[config.mk]
export PLATFORM = sky130hd
export DESIGN_NAME = ps2_host_tx
export DESIGN_NICKNAME = d
export VERILOG_FILES = /design/src/rtl/ps2_pkg.sv /design/src/rtl/ps2_sync_edge.sv /design/src/rtl/ps2_host_tx.sv
export SDC_FILE = /design/constraint.sdc
export NUM_CORES = 1
export LEC_CHECK = 0
export CORE_ASPECT_RATIO = 0.6
export CORE_MARGIN = 3
export CORE_UTILIZATION = 42
export DETAILED_ROUTE_END_ITERATION = 12
export PLACE_DENSITY = 0.64
export SYNTH_ARGS = -nofsm -noshare
export SYNTH_HDL_FRONTEND = slang
export SYNTH_SLANG_ARGS = --single-unit
[constraint.sdc]
create_clock -name clk -period 4.8 [get_ports clk]
set_input_delay 0.72 -clock clk [delete_from_list [all_inputs] [get_ports clk]]
set_output_delay 0.72 -clock clk [all_outputs]
set_load 0.01 [all_outputs]
[src/rtl/ps2_pkg.sv]
// Shared PS/2 definitions: FSM state encoding, status register layout, parity helper.
package ps2_pkg;

    localparam int unsigned DATA_W    = 8;
    localparam int unsigned STAT_DONE = 0;
    localparam int unsigned STAT_BUSY = 1;
    localparam int unsigned STAT_ERR  = 2;

    typedef enum logic [2:0] {
        ST_IDLE      = 3'd0,
        ST_INHIBIT   = 3'd1,
        ST_REQ       = 3'd2,
        ST_DATA      = 3'd3,
        ST_PARITY    = 3'd4,
        ST_STOP      = 3'd5,
        ST_ACK       = 3'd6,
        ST_WAIT_IDLE = 3'd7
    } ps2_state_e;

    // Odd parity bit: makes the total count of ones (data + parity) odd.
    function automatic logic odd_parity(input logic [DATA_W-1:0] b);
        return ~(^b);
    endfunction

    // Status register image {5'b0, err, busy, done}.
    function automatic logic [DATA_W-1:0] pack_status(input logic err,
                                                      input logic busy,
                                                      input logic done);
        logic [DATA_W-1:0] s;
        s            = '0;
        s[STAT_ERR]  = err;
        s[STAT_BUSY] = busy;
        s[STAT_DONE] = done;
        return s;
    endfunction

endpackage

[src/rtl/ps2_sync_edge.sv]
// Two-flop synchronizer for one PS/2 line with a registered falling-edge flag.
module ps2_sync_edge #(
    parameter logic RESET_LEVEL = 1'b1
) (
    input  logic clk,
    input  logic reset,
    input  logic pin,
    output logic level,
    output logic fall
);

    logic meta;

    // Synchronize the pin; flag a high-to-low transition as it leaves the second stage.
    always_ff @(posedge clk) begin
        if (reset) begin
            meta  <= RESET_LEVEL;
            level <= RESET_LEVEL;
            fall  <= 1'b0;
        end else begin
            meta  <= pin;
            level <= meta;
            fall  <= level & ~meta;
        end
    end

endmodule

[src/rtl/ps2_host_tx.sv]
// PS/2 host-to-device transmitter with a CPU register interface.
// Optional watchdog: define PS2_TX_TIMEOUT_EN to abort a frame when the device
// stops clocking for TIMEOUT_CYCLES.
module ps2_host_tx
    import ps2_pkg::*;
#(
    parameter int unsigned INHIBIT_CYCLES = 800,
    parameter int unsigned TIMEOUT_CYCLES = 16000
) (
    input  logic              clk,
    input  logic              reset,
    input  logic [DATA_W-1:0] data_in,
    input  logic              addr,
    input  logic              wr,
    output logic [DATA_W-1:0] data_out,
    output logic              tx_int,
    input  logic              ps2_clk_in,
    input  logic              ps2_data_in,
    output logic              ps2_clk_oe,
    output logic              ps2_data_oe
);

    localparam int unsigned INH_W = (INHIBIT_CYCLES > 1) ? $clog2(INHIBIT_CYCLES) : 1;
    localparam logic [INH_W-1:0] INH_LAST = INH_W'(INHIBIT_CYCLES - 1);
    localparam int unsigned BIT_W = 4;
    localparam logic [BIT_W-1:0] PARITY_SLOT = BIT_W'(DATA_W);

    ps2_state_e        state_q, state_d;
    logic [INH_W-1:0]  cnt_q, cnt_d;
    logic [BIT_W-1:0]  bit_cnt_q, bit_cnt_d;
    logic [DATA_W-1:0] tx_byte_q, tx_byte_d;
    logic              busy_q, busy_d;
    logic              done_q, done_d;
    logic              err_q, err_d;
    logic              tx_int_d;
    logic              clk_oe_d, data_oe_d;
    logic [DATA_W-1:0] data_out_d;

    logic clk_level, clk_fall;
    logic data_level, data_fall;
    logic unused_data_fall;

`ifdef PS2_TX_TIMEOUT_EN
    localparam int unsigned TO_W = (TIMEOUT_CYCLES > 1) ? $clog2(TIMEOUT_CYCLES) : 1;
    localparam logic [TO_W-1:0] TO_LAST = TO_W'(TIMEOUT_CYCLES - 1);
    logic [TO_W-1:0] wd_q, wd_d;
`endif

    ps2_sync_edge u_sync_clk (
        .clk   (clk),
        .reset (reset),
        .pin   (ps2_clk_in),
        .level (clk_level),
        .fall  (clk_fall)
    );

    ps2_sync_edge u_sync_data (
        .clk   (clk),
        .reset (reset),
        .pin   (ps2_data_in),
        .level (data_level),
        .fall  (data_fall)
    );

    // Data-line falling edges carry no meaning for the transmitter.
    assign unused_data_fall = data_fall;

    // State register and all registered outputs.
    always_ff @(posedge clk) begin
        if (reset) begin
            state_q     <= ST_IDLE;
            cnt_q       <= '0;
            bit_cnt_q   <= '0;
            tx_byte_q   <= '0;
            busy_q      <= 1'b0;
            done_q      <= 1'b0;
            err_q       <= 1'b0;
            tx_int      <= 1'b0;
            ps2_clk_oe  <= 1'b0;
            ps2_data_oe <= 1'b0;
            data_out    <= '0;
`ifdef PS2_TX_TIMEOUT_EN
            wd_q        <= '0;
`endif
        end else begin
            state_q     <= state_d;
            cnt_q       <= cnt_d;
            bit_cnt_q   <= bit_cnt_d;
            tx_byte_q   <= tx_byte_d;
            busy_q      <= busy_d;
            done_q      <= done_d;
            err_q       <= err_d;
            tx_int      <= tx_int_d;
            ps2_clk_oe  <= clk_oe_d;
            ps2_data_oe <= data_oe_d;
            data_out    <= data_out_d;
`ifdef PS2_TX_TIMEOUT_EN
            wd_q        <= wd_d;
`endif
        end
    end

    // Next-state and output logic for the frame sequencer.
    always_comb begin
        state_d    = state_q;
        cnt_d      = cnt_q;
        bit_cnt_d  = bit_cnt_q;
        tx_byte_d  = tx_byte_q;
        busy_d     = busy_q;
        done_d     = done_q;
        err_d      = err_q;
        tx_int_d   = 1'b0;
        clk_oe_d   = ps2_clk_oe;
        data_oe_d  = ps2_data_oe;
`ifdef PS2_TX_TIMEOUT_EN
        wd_d       = '0;
`endif

        case (state_q)
            ST_IDLE: begin
                clk_oe_d  = 1'b0;
                data_oe_d = 1'b0;
                if (wr && !addr && !busy_q) begin
                    tx_byte_d = data_in;
                    done_d    = 1'b0;
                    err_d     = 1'b0;
                    busy_d    = 1'b1;
                    cnt_d     = '0;
                    clk_oe_d  = 1'b1;
                    state_d   = ST_INHIBIT;
                end
            end
            ST_INHIBIT: begin
                clk_oe_d = 1'b1;
                if (cnt_q == INH_LAST) begin
                    cnt_d     = '0;
                    clk_oe_d  = 1'b0;
                    data_oe_d = 1'b1;
                    state_d   = ST_REQ;
                end else begin
                    cnt_d = cnt_q + INH_W'(1);
                end
            end
            ST_REQ: begin
                clk_oe_d = 1'b0;
                if (clk_fall) begin
                    data_oe_d = ~tx_byte_q[0];
                    bit_cnt_d = BIT_W'(1);
                    state_d   = ST_DATA;
                end
            end
            ST_DATA: begin
                if (clk_fall) begin
                    if (bit_cnt_q == PARITY_SLOT) begin
                        data_oe_d = ~odd_parity(tx_byte_q);
                        state_d   = ST_PARITY;
                    end else begin
                        data_oe_d = ~tx_byte_q[bit_cnt_q[2:0]];
                        bit_cnt_d = bit_cnt_q + BIT_W'(1);
                    end
                end
            end
            ST_PARITY: begin
                if (clk_fall) begin
                    data_oe_d = 1'b0;
                    state_d   = ST_STOP;
                end
            end
            ST_STOP: begin
                if (clk_fall) begin
                    err_d   = data_level;
                    state_d = ST_WAIT_IDLE;
                end
            end
            ST_WAIT_IDLE: begin
                if (clk_level && data_level) begin
                    busy_d   = 1'b0;
                    done_d   = 1'b1;
                    tx_int_d = 1'b1;
                    state_d  = ST_IDLE;
                end
            end
            default: begin
                clk_oe_d  = 1'b0;
                data_oe_d = 1'b0;
                state_d   = ST_IDLE;
            end
        endcase

`ifdef PS2_TX_TIMEOUT_EN
        // Watchdog: abort the frame if the device stops clocking.
        if (state_q inside {ST_REQ, ST_DATA, ST_PARITY, ST_STOP}) begin
            if (clk_fall) begin
                wd_d = '0;
            end else if (wd_q == TO_LAST) begin
                clk_oe_d  = 1'b0;
                data_oe_d = 1'b0;
                err_d     = 1'b1;
                done_d    = 1'b1;
                busy_d    = 1'b0;
                tx_int_d  = 1'b1;
                state_d   = ST_IDLE;
            end else begin
                wd_d = wd_q + TO_W'(1);
            end
        end
`endif

        data_out_d = addr ? pack_status(err_d, busy_d, done_d) : tx_byte_d;
    end

endmodule
After elaboration in Yosys (flattened, before gate mapping) --
Index checks and enable logic that the tools add are counted.
Word-level totals: flip-flop bits (word level) 44, input bits 14, output and inout bits 11, logic and storage cells 100
Operators by class: add/sub/neg operators 2, magnitude comparators 1, eq/ne operators 17, mux-type cells 40, bitwise logic cells 6, reduce and logical (&&, ||, !) cells 17
Operator list (count):
- 3-bit 2-to-1 mux | 9
- 3-bit case mux with 7 select lines | 1
- 10-bit 2-to-1 mux | 2
- 10-bit case mux with 2 select lines | 1
- 8-bit 2-to-1 mux | 2
- 1-bit 2-to-1 mux | 15
- 4-bit 2-to-1 mux | 3
- 10-bit by 1-bit adder with 10-bit output (second input constant) | 1
- 10-bit == test (second input constant) | 1
- 2-bit != test (second input constant) | 5
- 3-bit == test (second input constant) | 3
- 2-bit by 1-bit != test with 1-bit output (second input constant) | 4
- 4-bit case mux with 2 select lines | 1
- 8-bit AND reduction | 1
- 8-bit parity | 1
- 3-bit by 2-bit == test with 1-bit output (second input constant) | 2
- 1-bit case mux with 2 select lines | 3
- 2-bit OR reduction | 3
- 1-bit inverter | 5
- 1-bit case mux with 5 select lines | 1
- 5-bit AND reduction | 1
- 4-bit by 1-bit adder with 4-bit output (second input constant) | 1
- 4-bit == test (second input constant) | 1
- 3-bit by 4-bit less-than comparator with 1-bit output (second input constant) | 1
- 11 further kinds | 15

Logic depth before layout (Yosys ltp) --
depth after elaboration 6, depth in mapped cells 7, depth with buffers taken out 7

Modules after synthesis --
From an unflattened synthesis, not the netlist that was laid out.
Unflattened totals: cells, all modules 235, area, all modules 2135.8 sq um
By module, submodules not included:
- ps2_host_tx | times used 1, cells an instance 223, area each 1975.6 sq um, sequential area each 780.7 sq um
- ps2_sync_edge | times used 2, cells an instance 6, area each 80.1 sq um, sequential area each 60.1 sq um

Worst setup path after synthesis --
OpenSTA, ideal clock, no wires.
kind input port to flip-flop, from input addr, to register data_out[2], library setup time 0.086 ns, arrival time 1.945 ns, required time 4.714 ns, path slack 2.769 ns, stages on the path 6, buffers on the path 1, path through nand2b_1 or4b_1 buf_4 mux2i_1 and2_1 a211oi_1
On the way: cells in the longest elaborated chain, start to end 6, elaborated cells between the ends (all ways) 8, those cells by class mux: 5; reduce/logical: 3
Ends and longest elaborated chain:
- start: declaration | line ps2_host_tx.sv:13 | input logic addr,
- 1-bit zero test | line ps2_host_tx.sv:123 | if (wr && !addr && !busy_q) begin
- 1-bit logical AND (2 in a row) | line ps2_host_tx.sv:123
- 1-bit 2-to-1 mux / 8-bit 2-to-1 mux (equally long branches) | line ps2_host_tx.sv:123
- 1-bit case mux with 2 select lines / 8-bit 2-to-1 mux (equally long branches) | line ps2_host_tx.sv:119 | case (state_q)
- 3-bit 2-to-1 mux * | line ps2_host_tx.sv:209 | data_out_d = addr ? pack_status(err_d, busy_d, done_d) : tx_byte_d;
- end signal: assignment | line ps2_host_tx.sv:96 | data_out <= data_out_d;
- end: declaration | line ps2_host_tx.sv:15 | output logic [DATA_W-1:0] data_out,
Mark *: on every way between the ends. The rest lies on a longest branch, timed or not. A chain may end at the register's enable or synchronous reset.

Worst setup path after layout --
Same ends and word-level chain as after synthesis.

==> reports/results.ini <==
[synthesis]
synth_area_leaders = dfxtp_1, nor2_1, xnor2_1
synthTopCellsByCount = dfxtp_1, nor2_1, nor3_1, a21oi_1, xnor2_1
netlist_area_um2 = 2090
synth_top_area_share_pct = 42.1
yosysSeqAreaShare_pct = 42.1
synth_edf_count = 0
yosys_warnings = 0
synth.mux.area_fraction_pct = 6.52
synthXorXnorAreaFrac_pct = 4.60
synthCells = 232
yosys.area_share.simple_pct = 27.0
ys_ff_latch = 44
synthAdderAreaFrac_pct = 1.79
synth-compound-area-share_pct = 13.4
yosysMostFrequentCell = dfxtp_1
synth_nets = 249
yosysTopAreaCell = dfxtp_1
async_flop_share_pct = 0
ys_types = 56
synth_top_family_by_area = simple AND/OR/NAND/NOR gates
synth_ff_type = dfxtp_1
syn_area_per_cell_um2 = 9.02

[clocking]
cts_root_buf = clkbuf_8
cts_buffers = 5
clockBufferDepth = 2
htreeDepth = 2
cts.sinks = 44
post_cts_buffers = 0
ctsHoldBuffers = 0
clk_pin_slew_ps = 90
cts_tree = done
cts_resized = 0
clock_latency_ps = 300

[global_route]
antenna_found_initial = 0
grt_use_total_pct = 16.3
grt_start_max_net_pins = 42
grt_pass1_wl_um = 7600
overflow = 0
grt_pass1_vias = 1522

[timing]
setup_tns_ps = 0
hold_viol_final = 0
finalMaxSlewViolations = 0
fmax_ghz = 0.372
relSlewSlack_pct = 53.3
period_share_pct = 56.0
worstMarginPinSlew_ps = 692
rsz0062_at_grt = no
fin_skew_ps = 5.07
timing.final.ws_setup_ps = 2110
setup_viol_count_final = 0
finalCriticalPeriod_ps = 2690

[critical_path]
crit_fanout = 12
crit_start = addr
r2r-start = cnt_q[0]
r2r_slack_ps = 2610
start_kind = input pin
cpLargestDelayFamily = simple AND/OR/NAND/NOR gates
endpoint_kind = flip-flop
cpPeakStageDelay_ps = 720
cp_cell_sequence = clkdlybuf4s50_1 -> nand2b_1 -> or4b_1 -> mux2i_1 -> and2_1 -> a211oi_1
crit_type = in2reg
worstPathArrival_ps = 2910
crit_path_top_delay_cell = or4b_1
worst-path-buf-inv = 1
worstPathRequired_ps = 5020

[floorplan]
std_cell_rows = 19
die_w_um = 97.1
core_area_um2 = 4680
start_util_pct = 44.7
die_y_um = 60.7
die_area_um2 = 5890
ioPinCount = 25

[detailed_routing]
drt-pass1-iter-count = 5
ant_nets = 0
drt_iter0_markers = 128
drc = 0
viasPerCell = 5.42
num_vias = 1719
drt-total-wl_um = 4520
detail_route.wl_per_cell_um = 14.2

[power]
p_leak_nw = 0.879
cellPowerDensity_nw_per_um2 = 410
ir_worst_vdd_uv = 214

[cells_and_area]
drive_above_1_share_pct = 10.2
area_growth_pct = 18.2
insertedDiodeCount = 0
fillers = 428
layout.nets = 270

[placed_design]
dp.final_hpwl_um = 3230
dp_slack_ps = 1750
port_buffers = 24
routabilityCongestion = 0.775

[hold_path]
hp-start = u_sync_data.meta
hp-class = reg2reg

[job]
drv_cap = 0

[status]
outcome = completed

[routing by layer]
metal	share of wire, %	track usage, %	routed length [µm]
met1	56	26.1	2530
met5	0	0	0
met2	35	19.8	1570
met4	0.89	3.60	40
met3	8.2	5.86	372
[state kept, by name, indices dropped and copies added, names as in the netlist]
signal and flops:
bit_cnt_q 4, tx_byte_q 8, done_q 1, data_out 8
u_sync_clk.meta 1, busy_q 1, u_sync_clk.level 1, u_sync_data.level 1
cnt_q 10, tx_int 1, u_sync_data.meta 1, ps2_clk_oe 1
ps2_data_oe 1, err_q 1, u_sync_clk.fall 1, state_q 3
[worst paths after layout]
check             depth (start not counted)                 to
hold / removal                            1  u_sync_data.level
setup reg to reg                          6        ps2_data_oe
hold reg to reg                           1  u_sync_data.level
setup / recovery                          6        data_out[2]
[power breakdown]
part	switching (mW)	total (mW)	internal [mW]
clock network	0.134	0.304	0.170
logic	0.141	0.258	0.118
registers	0.0558	0.451	0.396
total	0.330	1.01	0.683
[stage by stage]
stage	instance area (µm²)	hold WS, ps	utilization (%)	std cells	total power, mW
floorplan	2090	389	-	232	0.641
global placement	2350	396	50.2	309	0.712
detailed placement	2350	396	50.2	309	0.714
CTS	2470	416	52.8	317	1.02
global route	2470	445	52.8	317	1.07
finish	2470	413	52.8	317	1.01
[cell type report]
type | count | area, µm² | share of cell area (%)
repair buffers | 25 | 248 | 10.0
clock buffers | 6 | 82.6 | 3.34
flip-flops and latches | 44 | 881 | 35.6
multi-input cells | 169 | 1110 | 45.1
clock inverters | 2 | 38.8 | 1.57
well taps | 63 | 78.8 | 3.19
inverters | 8 | 30.0 | 1.21
[logic make-up (layout without fill, tap and decap cells)]
kind of cell | after synthesis | after routing
buf+inv | 19 | 41
flops | 44 | 44
simple gates | 102 | 102
xor+xnor | 11 | 11
compound gates | 42 | 42
fa+ha+maj | 3 | 3
mux | 11 | 11
[placed cells by master, fill, tap and decap left out, types with 2 or more instances in the layout]
cell type / instances
dfxtp_1: 44
nor2_1: 36
clkdlybuf4s50_1: 24
nor3_1: 13
a21oi_1: 12
xnor2_1: 10
o21ai_0: 9
mux2i_1: 8
nand2_1: 8
inv_1: 6
clkbuf_8: 6
nand3_1: 5
nand3b_1: 5
a22oi_1: 4
a2bb2oi_1: 4
nor4_1: 4
or2_2: 4
nand2b_1: 3
or3_1: 3
ha_1: 3
inv_2: 2
a31oi_1: 2
nand3_2: 2
nor3b_2: 2
and3_1: 2
nor2b_1: 2
mux4_2: 2
Note: power is estimated with default switching activity, not from simulation.
